==> src/rtl/bus_control_sequencer_pkg.sv <==
// Shared definitions for the bus control sequencer: opcode fields, src/dst codes,
// state encoding and the control-bit bundle seen by the register file.
package bus_control_sequencer_pkg;

  localparam int unsigned SrcMsb  = 7;
  localparam int unsigned SrcLsb  = 6;
  localparam int unsigned DstMsb  = 5;
  localparam int unsigned DstLsb  = 4;
  localparam int unsigned JumpBit = 3;
  localparam int unsigned CondBit = 2;

  localparam logic [7:0] HaltOpDefault = 8'hFF;

  typedef enum logic [1:0] {
    SrcRom = 2'b00,
    SrcA   = 2'b01,
    SrcX   = 2'b10,
    SrcAlu = 2'b11
  } src_e;

  typedef enum logic [1:0] {
    DstA = 2'b00,
    DstB = 2'b01,
    DstX = 2'b10,
    DstQ = 2'b11
  } dst_e;

  typedef enum logic [1:0] {
    StFetch = 2'b00,
    StExec  = 2'b01,
    StImm   = 2'b10,
    StHalt  = 2'b11
  } state_e;

  // Bit order matches the register-file control bundle, MSB first.
  typedef struct packed {
    logic trigger_a;
    logic trigger_b;
    logic trigger_x;
    logic trigger_q;
    logic assert_bar_a;
    logic assert_bar_x;
    logic assert_bar_rom;
    logic assert_bar_alu;
  } ctrl_t;

  localparam ctrl_t CtrlIdle = 8'b0000_1111;

  function automatic src_e get_src(input logic [7:0] ir);
    return src_e'(ir[SrcMsb:SrcLsb]);
  endfunction

  function automatic dst_e get_dst(input logic [7:0] ir);
    return dst_e'(ir[DstMsb:DstLsb]);
  endfunction

  function automatic logic is_jump(input logic [7:0] ir);
    return ir[JumpBit];
  endfunction

  function automatic logic jump_taken(input logic [7:0] ir, input logic alu_zero);
    return !ir[CondBit] || alu_zero;
  endfunction

endpackage

==> src/rtl/bus_control_sequencer_seq_decode.sv <==
// Combinational decode of (state, ir) into the trigger / assert-bar strobe bundle.
// Purely Moore: the data bus never reaches these outputs.
module bus_control_sequencer_seq_decode
  import bus_control_sequencer_pkg::*;
(
  input  logic [1:0] state_i,
  input  logic [7:0] ir_i,
  output logic [7:0] ctrl_o
);

  ctrl_t ctrl;
  logic  trig_en;
  logic  unused_ir;

  assign unused_ir = ^ir_i[2:0];

  always_comb begin
    ctrl    = CtrlIdle;
    trig_en = 1'b0;
    unique case (state_e'(state_i))
      StFetch: ctrl.assert_bar_rom = 1'b0;
      StExec: begin
        unique case (get_src(ir_i))
          // Immediates are routed through StImm; kept so one source is always driven.
          SrcRom: ctrl.assert_bar_rom = 1'b0;
          SrcA:   ctrl.assert_bar_a   = 1'b0;
          SrcX:   ctrl.assert_bar_x   = 1'b0;
          SrcAlu: ctrl.assert_bar_alu = 1'b0;
          default: ctrl.assert_bar_rom = 1'b0;
        endcase
        trig_en = !is_jump(ir_i);
      end
      StImm: begin
        ctrl.assert_bar_rom = 1'b0;
        trig_en             = !is_jump(ir_i);
      end
      StHalt:  ctrl = CtrlIdle;
      default: ctrl = CtrlIdle;
    endcase

    if (trig_en) begin
      unique case (get_dst(ir_i))
        DstA:    ctrl.trigger_a = 1'b1;
        DstB:    ctrl.trigger_b = 1'b1;
        DstX:    ctrl.trigger_x = 1'b1;
        DstQ:    ctrl.trigger_q = 1'b1;
        default: ctrl.trigger_a = 1'b0;
      endcase
    end
  end

  assign ctrl_o = ctrl;

endmodule

==> src/rtl/bus_control_sequencer.sv <==
// Fetch/decode/execute sequencer driving register load triggers and bus strobes.
// Holds the program counter, instruction register and state register.
module bus_control_sequencer
  import bus_control_sequencer_pkg::*;
#(
  parameter int unsigned PC_W    = 8,
  parameter logic [7:0]  HALT_OP = HaltOpDefault
) (
  input  logic            clkBar,
  input  logic            resetBar,
  input  logic [7:0]      dbus,
  input  logic            aluZero,
  output logic [PC_W-1:0] pc,
  output logic [7:0]      ir,
  output logic            triggerA,
  output logic            triggerB,
  output logic            triggerX,
  output logic            triggerQ,
  output logic            assertBarA,
  output logic            assertBarX,
  output logic            assertBarRom,
  output logic            assertBarAlu,
  output logic            halted
);

  state_e          state_q, state_d;
  logic [PC_W-1:0] pc_q, pc_d;
  logic [7:0]      ir_q, ir_d;
  logic            take_jump;
  ctrl_t           ctrl;
  ctrl_t           ctrl_out;

  assign take_jump = is_jump(ir_q) && jump_taken(ir_q, aluZero);

  always_comb begin
    state_d = state_q;
    pc_d    = pc_q;
    ir_d    = ir_q;
    unique case (state_q)
      StFetch: begin
        ir_d = dbus;
        pc_d = pc_q + PC_W'(1);
        if (dbus == HALT_OP) begin
          state_d = StHalt;
        end else if (get_src(dbus) == SrcRom) begin
          state_d = StImm;
        end else begin
          state_d = StExec;
        end
      end
      StExec: begin
        if (take_jump) pc_d = PC_W'(dbus);
        state_d = StFetch;
      end
      StImm: begin
        // A not-taken jump still steps over its target byte.
        pc_d    = take_jump ? PC_W'(dbus) : pc_q + PC_W'(1);
        state_d = StFetch;
      end
      StHalt:  state_d = StHalt;
      default: state_d = StFetch;
    endcase
  end

  always_ff @(posedge clkBar or negedge resetBar) begin
    if (!resetBar) begin
      state_q <= StFetch;
      pc_q    <= '0;
      ir_q    <= '0;
    end else begin
      state_q <= state_d;
      pc_q    <= pc_d;
      ir_q    <= ir_d;
    end
  end

  bus_control_sequencer_seq_decode u_decode (
    .state_i (state_q),
    .ir_i    (ir_q),
    .ctrl_o  (ctrl)
  );

  // Reset forces every strobe inactive without waiting for a clock edge.
  assign ctrl_out = resetBar ? ctrl : CtrlIdle;

  assign triggerA     = ctrl_out.trigger_a;
  assign triggerB     = ctrl_out.trigger_b;
  assign triggerX     = ctrl_out.trigger_x;
  assign triggerQ     = ctrl_out.trigger_q;
  assign assertBarA   = ctrl_out.assert_bar_a;
  assign assertBarX   = ctrl_out.assert_bar_x;
  assign assertBarRom = ctrl_out.assert_bar_rom;
  assign assertBarAlu = ctrl_out.assert_bar_alu;

  assign pc     = pc_q;
  assign ir     = ir_q;
  assign halted = (state_q == StHalt);

endmodule
==> config.mk <==
export PLATFORM = sky130hd
export DESIGN_NAME = bus_control_sequencer
export DESIGN_NICKNAME = d
export VERILOG_FILES = /design/src/rtl/bus_control_sequencer_pkg.sv /design/src/rtl/bus_control_sequencer_seq_decode.sv /design/src/rtl/bus_control_sequencer.sv
export SDC_FILE = /design/constraint.sdc
export NUM_CORES = 1
export LEC_CHECK = 0
export ABC_CLOCK_PERIOD_IN_PS = 1510
export CAP_MARGIN = 20
export CORE_MARGIN = 2
export CORE_UTILIZATION = 42
export CTS_BUF_LIST = sky130_fd_sc_hd__clkbuf_2 sky130_fd_sc_hd__clkbuf_4 sky130_fd_sc_hd__clkbuf_8
export CTS_CLUSTER_SIZE = 12
export DETAILED_ROUTE_END_ITERATION = 12
export PLACE_DENSITY_LB_ADDON = 0.15
export SYNTH_ARGS = -nofsm -noshare
export SYNTH_HDL_FRONTEND = slang
export SYNTH_SLANG_ARGS = --single-unit
==> constraint.sdc <==
create_clock -name clkBar -period 1.51 [get_ports clkBar]
set_input_delay 0.302 -clock clkBar [delete_from_list [all_inputs] [get_ports clkBar]]
set_output_delay 0.302 -clock clkBar [all_outputs]
set_load 0.005 [all_outputs]
* Yosys cells after proc, flatten, opt, wreduce, memory -nomap -nowiden
Index checks and enable logic that the tools add are counted.
** Operators by class
- Add/sub/neg operators :: 1
- Eq/ne operators :: 11
- Muxes and demuxes :: 20
- Reductions and logical operators :: 12
** Operators by type and width (number)
- $mux 8 :: 3
- $pmux 8 s3 :: 1
- $eq 2x2->1 const B :: 6
- $mux 1 :: 10
- $add 8x1->8 const B :: 1
- $eq 8x8->1 const B :: 1
- $logic_not 2->1 :: 4
- $eq 2x1->1 const B :: 3
- $mux 2 :: 3
- $pmux 2 s3 :: 1
- $mux 4 :: 1
- $reduce_or 2->1 :: 2
- $pmux 1 s3 :: 1
- $reduce_bool 3->1 :: 1
- $logic_not 1->1 :: 2
- $ne 2x2->1 const B :: 1
- $reduce_and 2->1 :: 1
- $logic_and 1x1->1 :: 1
- $logic_or 1x1->1 :: 1
** Word-level totals
- Register bits :: 18
- Input port bits :: 11
- Output and inout port bits :: 25
- Logic and storage cells :: 47

* Logic depth before layout (Yosys ltp)
Gate-level depths: netlist of the first run.
- Depth in word-level cells :: 5
- Gate-level depth with buffers :: 8
- Depth with buffers taken out :: 7

* By module
Synthesis of the first run repeated with hierarchy kept, for this count alone.
** Second synthesis, totals
- Cell total of the unflattened synthesis :: 120
- Area, all modules :: 1154.9 um2
** Modules (own cells, without submodules)
- bus_control_sequencer :: times used 1, cells each 106, area each 1044.8 um2, seq. area each 450.4 um2
- bus_control_sequencer_seq_decode :: times used 1, cells each 14, area each 110.1 um2, seq. area each 0.0 um2

* Worst setup path after synthesis of the first run
OpenSTA, ideal clock, no wires.
- Path kind :: register -> register
- From :: register state_q[0]
- To :: register pc_q[2] (netlist: pc[2])
- Setup time :: 76 ps
- Arrival :: 1529 ps
- Required time :: 1434 ps
- Slack :: -95 ps
- Stages on the path, launching flop included :: 9
- Buffers on the path :: 1
- Period minus slack after synthesis :: 1605 ps
- Path through :: dfrtp_1 > inv_1 > ha_1 > nor2b_4 > a31o_4 > buf_6 > nor3b_2 > a21oi_1 > o21ai_1
** Between the ends
- Word-level cells in the longest chain between the ends :: 3
- Elaborated cells between the ends (all ways) :: 7
- Classes of those cells :: eq/ne (3); mux (1); reduce/logical (3)
** RTL lines
- from (decl) :: line bus_control_sequencer.sv:26 : state_e state_q, state_d;
- from (signal assigned) :: line bus_control_sequencer.sv:67 : state_q <= StFetch;
- from (signal assigned) :: line bus_control_sequencer.sv:71 : state_q <= state_d;
- $eq 2x1->1, or another cell as far along :: line bus_control_sequencer.sv:39 : unique case (state_q)
- $ne 2x2->1 (no line) / $reduce_bool 3->1 (equally long branches)
- $reduce_and 2->1 (no line)
- to (signal assigned) :: line bus_control_sequencer.sv:72 : pc_q <= pc_d;
- to (decl) :: line bus_control_sequencer.sv:27 : logic [PC_W-1:0] pc_q, pc_d;
Several ways; a longest one is shown, not always the timed one.
A chain may end at the register's enable or synchronous reset.

* Worst setup path in the final report of the first run
- From :: register state_q[0]
- To :: register pc_q[7] (netlist: pc[7])
Same word-level chain as after synthesis.

==> results.cfg, run 1 <==
[route]
vias_per_cell = 5.40
vias = 1155
drt_wl_total_um = 3250
routedWlPerCell_um = 15.2
dr.pass1.iters = 4
drtAntennaViolNets = 0
drt_iter0_drc = 17
drc = 0

[synthesis]
synth-seq-area-share = 0.409
synth_seq_cells = 18
yosysTopAreaCell = dfrtp_1
synthesis.nets = 128
ys.flop_type = dfrtp_1
yosysMostFrequentCell = dfrtp_1
synth_commonest_cells = dfrtp_1, o21ai_1, nor2_1
synth_cells = 111
synth_area_per_cell_um2 = 9.93
synth.area.top_cells = dfrtp_1, mux2_2, ha_1
async_reset_ff_frac = 1.00
synth.distinct_cells = 28
synth_edf_count = 0
synth_top_area_frac = 0.409
yosysWarnings = 0
synthesis.area_um2 = 1100

[global_routing]
grt_pass1_wl_um = 5710
track_usage = 0.239
overflow = 0
antenna_found_initial = 0
grt_pass1_vias = 1201
grt_max_degree = 13

[place]
routabilityCongestion = 0.821
post-place-ws_ns = -0.461
io_buffers = 35
hpwl_um = 2300
place_area_um2 = 1630

[power_and_ir_drop]
power.total_uw = 845
comb_power_share = 0.068
ir_drop_mv = 0.544
p_sw_frac = 0.221
p_leak_uw = 0.000886
p_seq_frac = 0.570
intPower_uw = 658
power.switching_uw = 187
power.share.clock = 0.362
p_per_area_nw_per_um2 = 447

[setup_path]
timing.rr.end = pc[7]
cp-end-kind = flip-flop
startpoint_type = flip-flop
crit_path_max_fanout = 8
reg2reg_slack_ns = -0.30
cp_common_cell = buf_6
timing.rr.start = state_q[0]
crit_end = pc[7]
critical_path_buf_inv_count = 4
cp_data_arrival_time_ns = 2.05
path_cells = buf_6 > inv_4 > ha_4 > buf_4 > nor2b_4 > a31o_4 > buf_6 > nor3_4 > a21oi_1 > o21ai_1
required_ns = 1.75
cpLargestDelayFamily = buffers and inverters
slowest_stage = dfrtp_1
max_stage_delay_ns = 0.41
setup.worst_path.start = state_q[0]
rr_worst_depth = 10
cp.depth = 10
criticalPathCategory = reg -> reg

[timing]
finalCritPeriodShare = 1.20
setup_ws_ns = -0.297
final.min_clock_period_ns = 1.81
hold_violations = 0
finalMaxSlewViolations = 0
fmax_ghz = 0.553
setup_violations = 17
relSlewSlack = 0.785
fin_skew_ns = 0.00859
tightestPinTransition_ns = 0.322
rsz0062_at_grt = yes
hold_ws_ns = 0.398
finalSetupTns_ns = -4.10

[die]
io_pins = 36
dieArea_um2 = 3050
rows = 18
fp.dieH_um = 55.2
core_um2 = 2480
start_util = 0.445
die_w_um = 55.2

[cells_and_area]
multi_input_area_um2 = 716
stdcell_area_um2 = 1890
layout.nets = 202
seqCellArea_um2 = 452
synthToLayoutAreaGrowth_pct = 71.4
fillCellCount = 181
layout-drive-gt1-share = 0.467
n_antenna_cell = 0

[clock_tree]
clock_latency_ns = 0.31
tritoncts = yes
numCtsBuffers = 3
path_clk_slew_ns = 0.11
h-tree-depth = 1
root_buffer = clkbuf_4
cts_buffer_depth = 2
numClockSinks = 18

[min_path]
hold_path_class = in -> async

[job]
maxCapViolCount = 0

[status]
status = complete, but fails checks
violations = setup timing
## state kept, by name (all words and copies together) (netlist names)
name and flops:
ir 8, pc 8, state_q 2
## layer usage
layer  vias to the layer above  global-route usage  part of all wire
met5                         -                   0                 0
met4                         0              0.0697            0.0052
met3                         3              0.0656             0.051
met2                        31               0.423              0.55
met1                       568               0.280              0.40
li1                        553                   -                 -
## through the flow
stage	instances	utilization
after detailed placement	192	0.657
after CTS	212	0.738
final	214	0.763
after global routing	214	0.763
after floorplan	111	-
after global placement	192	0.657
## cells in the final DEF (no fill, tap or decap), types with 3 or more instances in the layout
master,Yosys,final
clkbuf_4,0,3
nand4_1,4,4
buf_4,0,33
dlygate4sd2_1,0,10
buf_6,2,5
dlymetal6s2s_1,0,9
a21oi_1,9,7
clkdlybuf4s50_1,0,10
o21ai_1,13,14
nand2_1,9,8
dfrtp_1,18,17
buf_2,2,5
nor2_1,11,7
mux2_2,9,9
## cell families (layout without fill, tap and decap cells)
| group | count (synthesis) | after routing | share of synthesized area |
|---|---|---|---|
| AOI/OAI and AO/OA | 28 | 28 | 0.151 |
| adders and majority gates | 6 | 6 | 0.0681 |
| buffers and inverters | 7 | 80 | 0.0397 |
| muxes | 9 | 9 | 0.0919 |
| DFF | 18 | 18 | 0.409 |
| and+or+nand+nor | 43 | 43 | 0.241 |
## power groups by stage
stage / clock network [µW] / logic [µW] / registers (µW)
detailed placement: 0 / 56.0 / 491
CTS: 313 / 56.9 / 482
global placement: 0 / 55.3 / 491
finish: 306 / 57.1 / 482
floorplan: 0 / 3.07 / 491
global route: 347 / 61.6 / 482
## worst min path at each step
stage | depth (start not counted) | startpoint | to | slack, ns
after floorplan | 0 | resetBar | ir[0] | 0.006
after global placement | 1 | ir[0] | ir[0] | 0.49
after detailed placement | 1 | ir[1] | ir[1] | 0.50
after CTS | 2 | resetBar | state_q[1] | 0.38
after global routing | 2 | resetBar | ir[7] | 0.39
final | 2 | resetBar | state_q[1] | 0.40
## final cells by class
class | count | area share
well taps | 30 | 0.0199
repair buffers | 73 | 0.336
clock buffers | 4 | 0.0192
flip-flops and latches | 18 | 0.239
inverters | 3 | 0.00728
multi-input cells | 86 | 0.379
## timing repair
action	CTS	global route
hold buffers	0	0
pin swaps	9	6
endpoints found under the setup margin	31	26
resized for setup	51	19
setup buffers	16	2
Power figures use the tool's default switching activity.
==> run 2, diff against run 1 <==
- CORE_MARGIN: 2 -> unset
- GPL_TIMING_DRIVEN: unset -> 0
==> results.cfg, run 2 (synthesis results as in run 1) <==
[setup_path]
criticalPathCategory = reg -> out
rr_worst_depth = 9
crit_path_max_fanout = 2
cp.depth = 7
critical_path_buf_inv_count = 3
startpoint_type = flip-flop
path_cells = inv_2 > ha_4 > nand2_4 > nor2_4 > buf_6 > and3_4 > buf_6
slowest_stage = dfrtp_1
cp_data_arrival_time_ns = 1.59
max_stage_delay_ns = 0.39
cpLargestDelayFamily = flip-flops
cp-end-kind = output port
required_ns = 1.21
cp_common_cell = buf_6

[cells_and_area]
synthToLayoutAreaGrowth_pct = 68.1
fin_util = 0.748
final_common_cell = buf_4
layout.nets = 191
n_antenna_cell = 0
layout.cells.non_filler = 202
final_cell_mix = buf_4, clkdlybuf4s50_1, dfrtp_1
layout-drive-gt1-share = 0.488

[clock_tree]
tritoncts = yes
path_clk_slew_ns = 0.10
clock_latency_ns = 0.30
h-tree-depth = 1
numCtsBuffers = 3
cts_buffer_depth = 2
numClockSinks = 18
root_buffer = clkbuf_4

[global_routing]
antenna_found_initial = 0
grt_pass1_vias = 1022
grt_busiest_layer = met2
grt_max_degree = 24
track_usage = 0.243
overflow = 0
grt_util_met3 = 0.0402
grt_util_met2 = 0.392
grt_use_met1 = 0.304
grt_pass1_wl_um = 4830

[place]
dp.cells = 176
post-place-ws_ns = -1.33
hpwl_um = 1910
routabilityCongestion = 0.763
io_buffers = 35

[power_and_ir_drop]
power.total_uw = 780
ir_drop_mv = 0.473
p_per_area_nw_per_um2 = 421
p_leak_uw = 0.000780

[die]
start_util = 0.445
die_w_um = 53.2
io_pins = 36
rows = 18
core_um2 = 2480
dieArea_um2 = 2830
fp.dieH_um = 53.2

[route]
vias_per_cell = 5.53
vias = 1117
drt_iter0_drc = 32
drtAntennaViolNets = 0
routedWlPerCell_um = 16.1
drc = 0
dr.pass1.iters = 4
drt_wl_total_um = 3250

[timing]
fmax_ghz = 0.529
rsz0062_at_grt = yes
hold_violations = 0
finalMaxSlewViolations = 0
fin_skew_ns = 0.00388
finalCritPeriodShare = 1.25
setup_ws_ns = -0.380
final.min_clock_period_ns = 1.89
tightestPinTransition_ns = 0.588
hold_ws_ns = 0.0828
relSlewSlack = 0.608
setup_violations = 17

[min_path]
hold_path_class = in -> async

[status]
status = complete, but fails checks
violations = setup timing

[job]
maxCapViolCount = 0
==> run 2: changes by cell type in the layout (fill, tap and decap cells not counted), moves of 2 or more <==
cell / previous run / this run
buf_4: 33 / 18
clkdlybuf4s50_1: 10 / 15
dlygate4sd2_1: 10 / 5
buf_2: 5 / 8
dlymetal6s2s_1: 9 / 6
dfrtp_1: 17 / 15
dfrtp_2: 1 / 3
o21ai_1: 14 / 12
o21ai_2: 0 / 2
==> run 2: timing repair <==
item                                    4_1_cts  5_1_grt
endpoints found under the setup margin       31       24
gates cloned                                  1        0
hold buffers                                  0        0
setup buffers                                19        4
pin swaps                                     7       16
resized for setup                            52       31
==> run 2: routing by layer <==
layer  wire [µm]  vias up
li1            -      525
met1        1370      544
met2        1650       40
met3         165        8
met4          61        0
met5           0        -
==> run 2: layout make-up <==
| class | instances | area [µm²] |
|---|---|---|
| timing repair buffer | 58 | 534 |
| inverter | 3 | 11.3 |
| tap | 30 | 37.5 |
| fill | 178 | 624 |
| buffer | 4 | 36.3 |
| multi-input combinational | 86 | 757 |
| sequential | 18 | 454 |
| clock buffer | 3 | 22.5 |
==> run 2: path summary, 6_finish.rpt <==
kind                             from        to  slack [ns]
max reg2reg                state_q[0]     pc[3]       -0.29
min                          resetBar     ir[5]        0.08
max                        state_q[0]  triggerQ       -0.38
min in group clkBar             ir[0]     ir[0]        0.53
max in group asynchronous    resetBar     ir[4]        1.01
min reg2reg                     ir[0]     ir[0]        0.53
==> run 2: where the power goes <==
part           total, µW  internal (µW)  switching (µW)  leakage, µW
sequential           482            482               0     0.000201
clock                247           93.0             154    0.0000138
combinational       51.4           25.0            26.4     0.000565
total                780            600             180     0.000780
==> run 2: per-stage QoR <==
stage	cell area (µm²)	setup TNS [ns]
final	1850	-4.20
after global routing	1850	-5.40
after CTS	1750	-4.07
after detailed placement	1510	-10.26
after global placement	1510	-10.02
after floorplan	1120	-0.00364
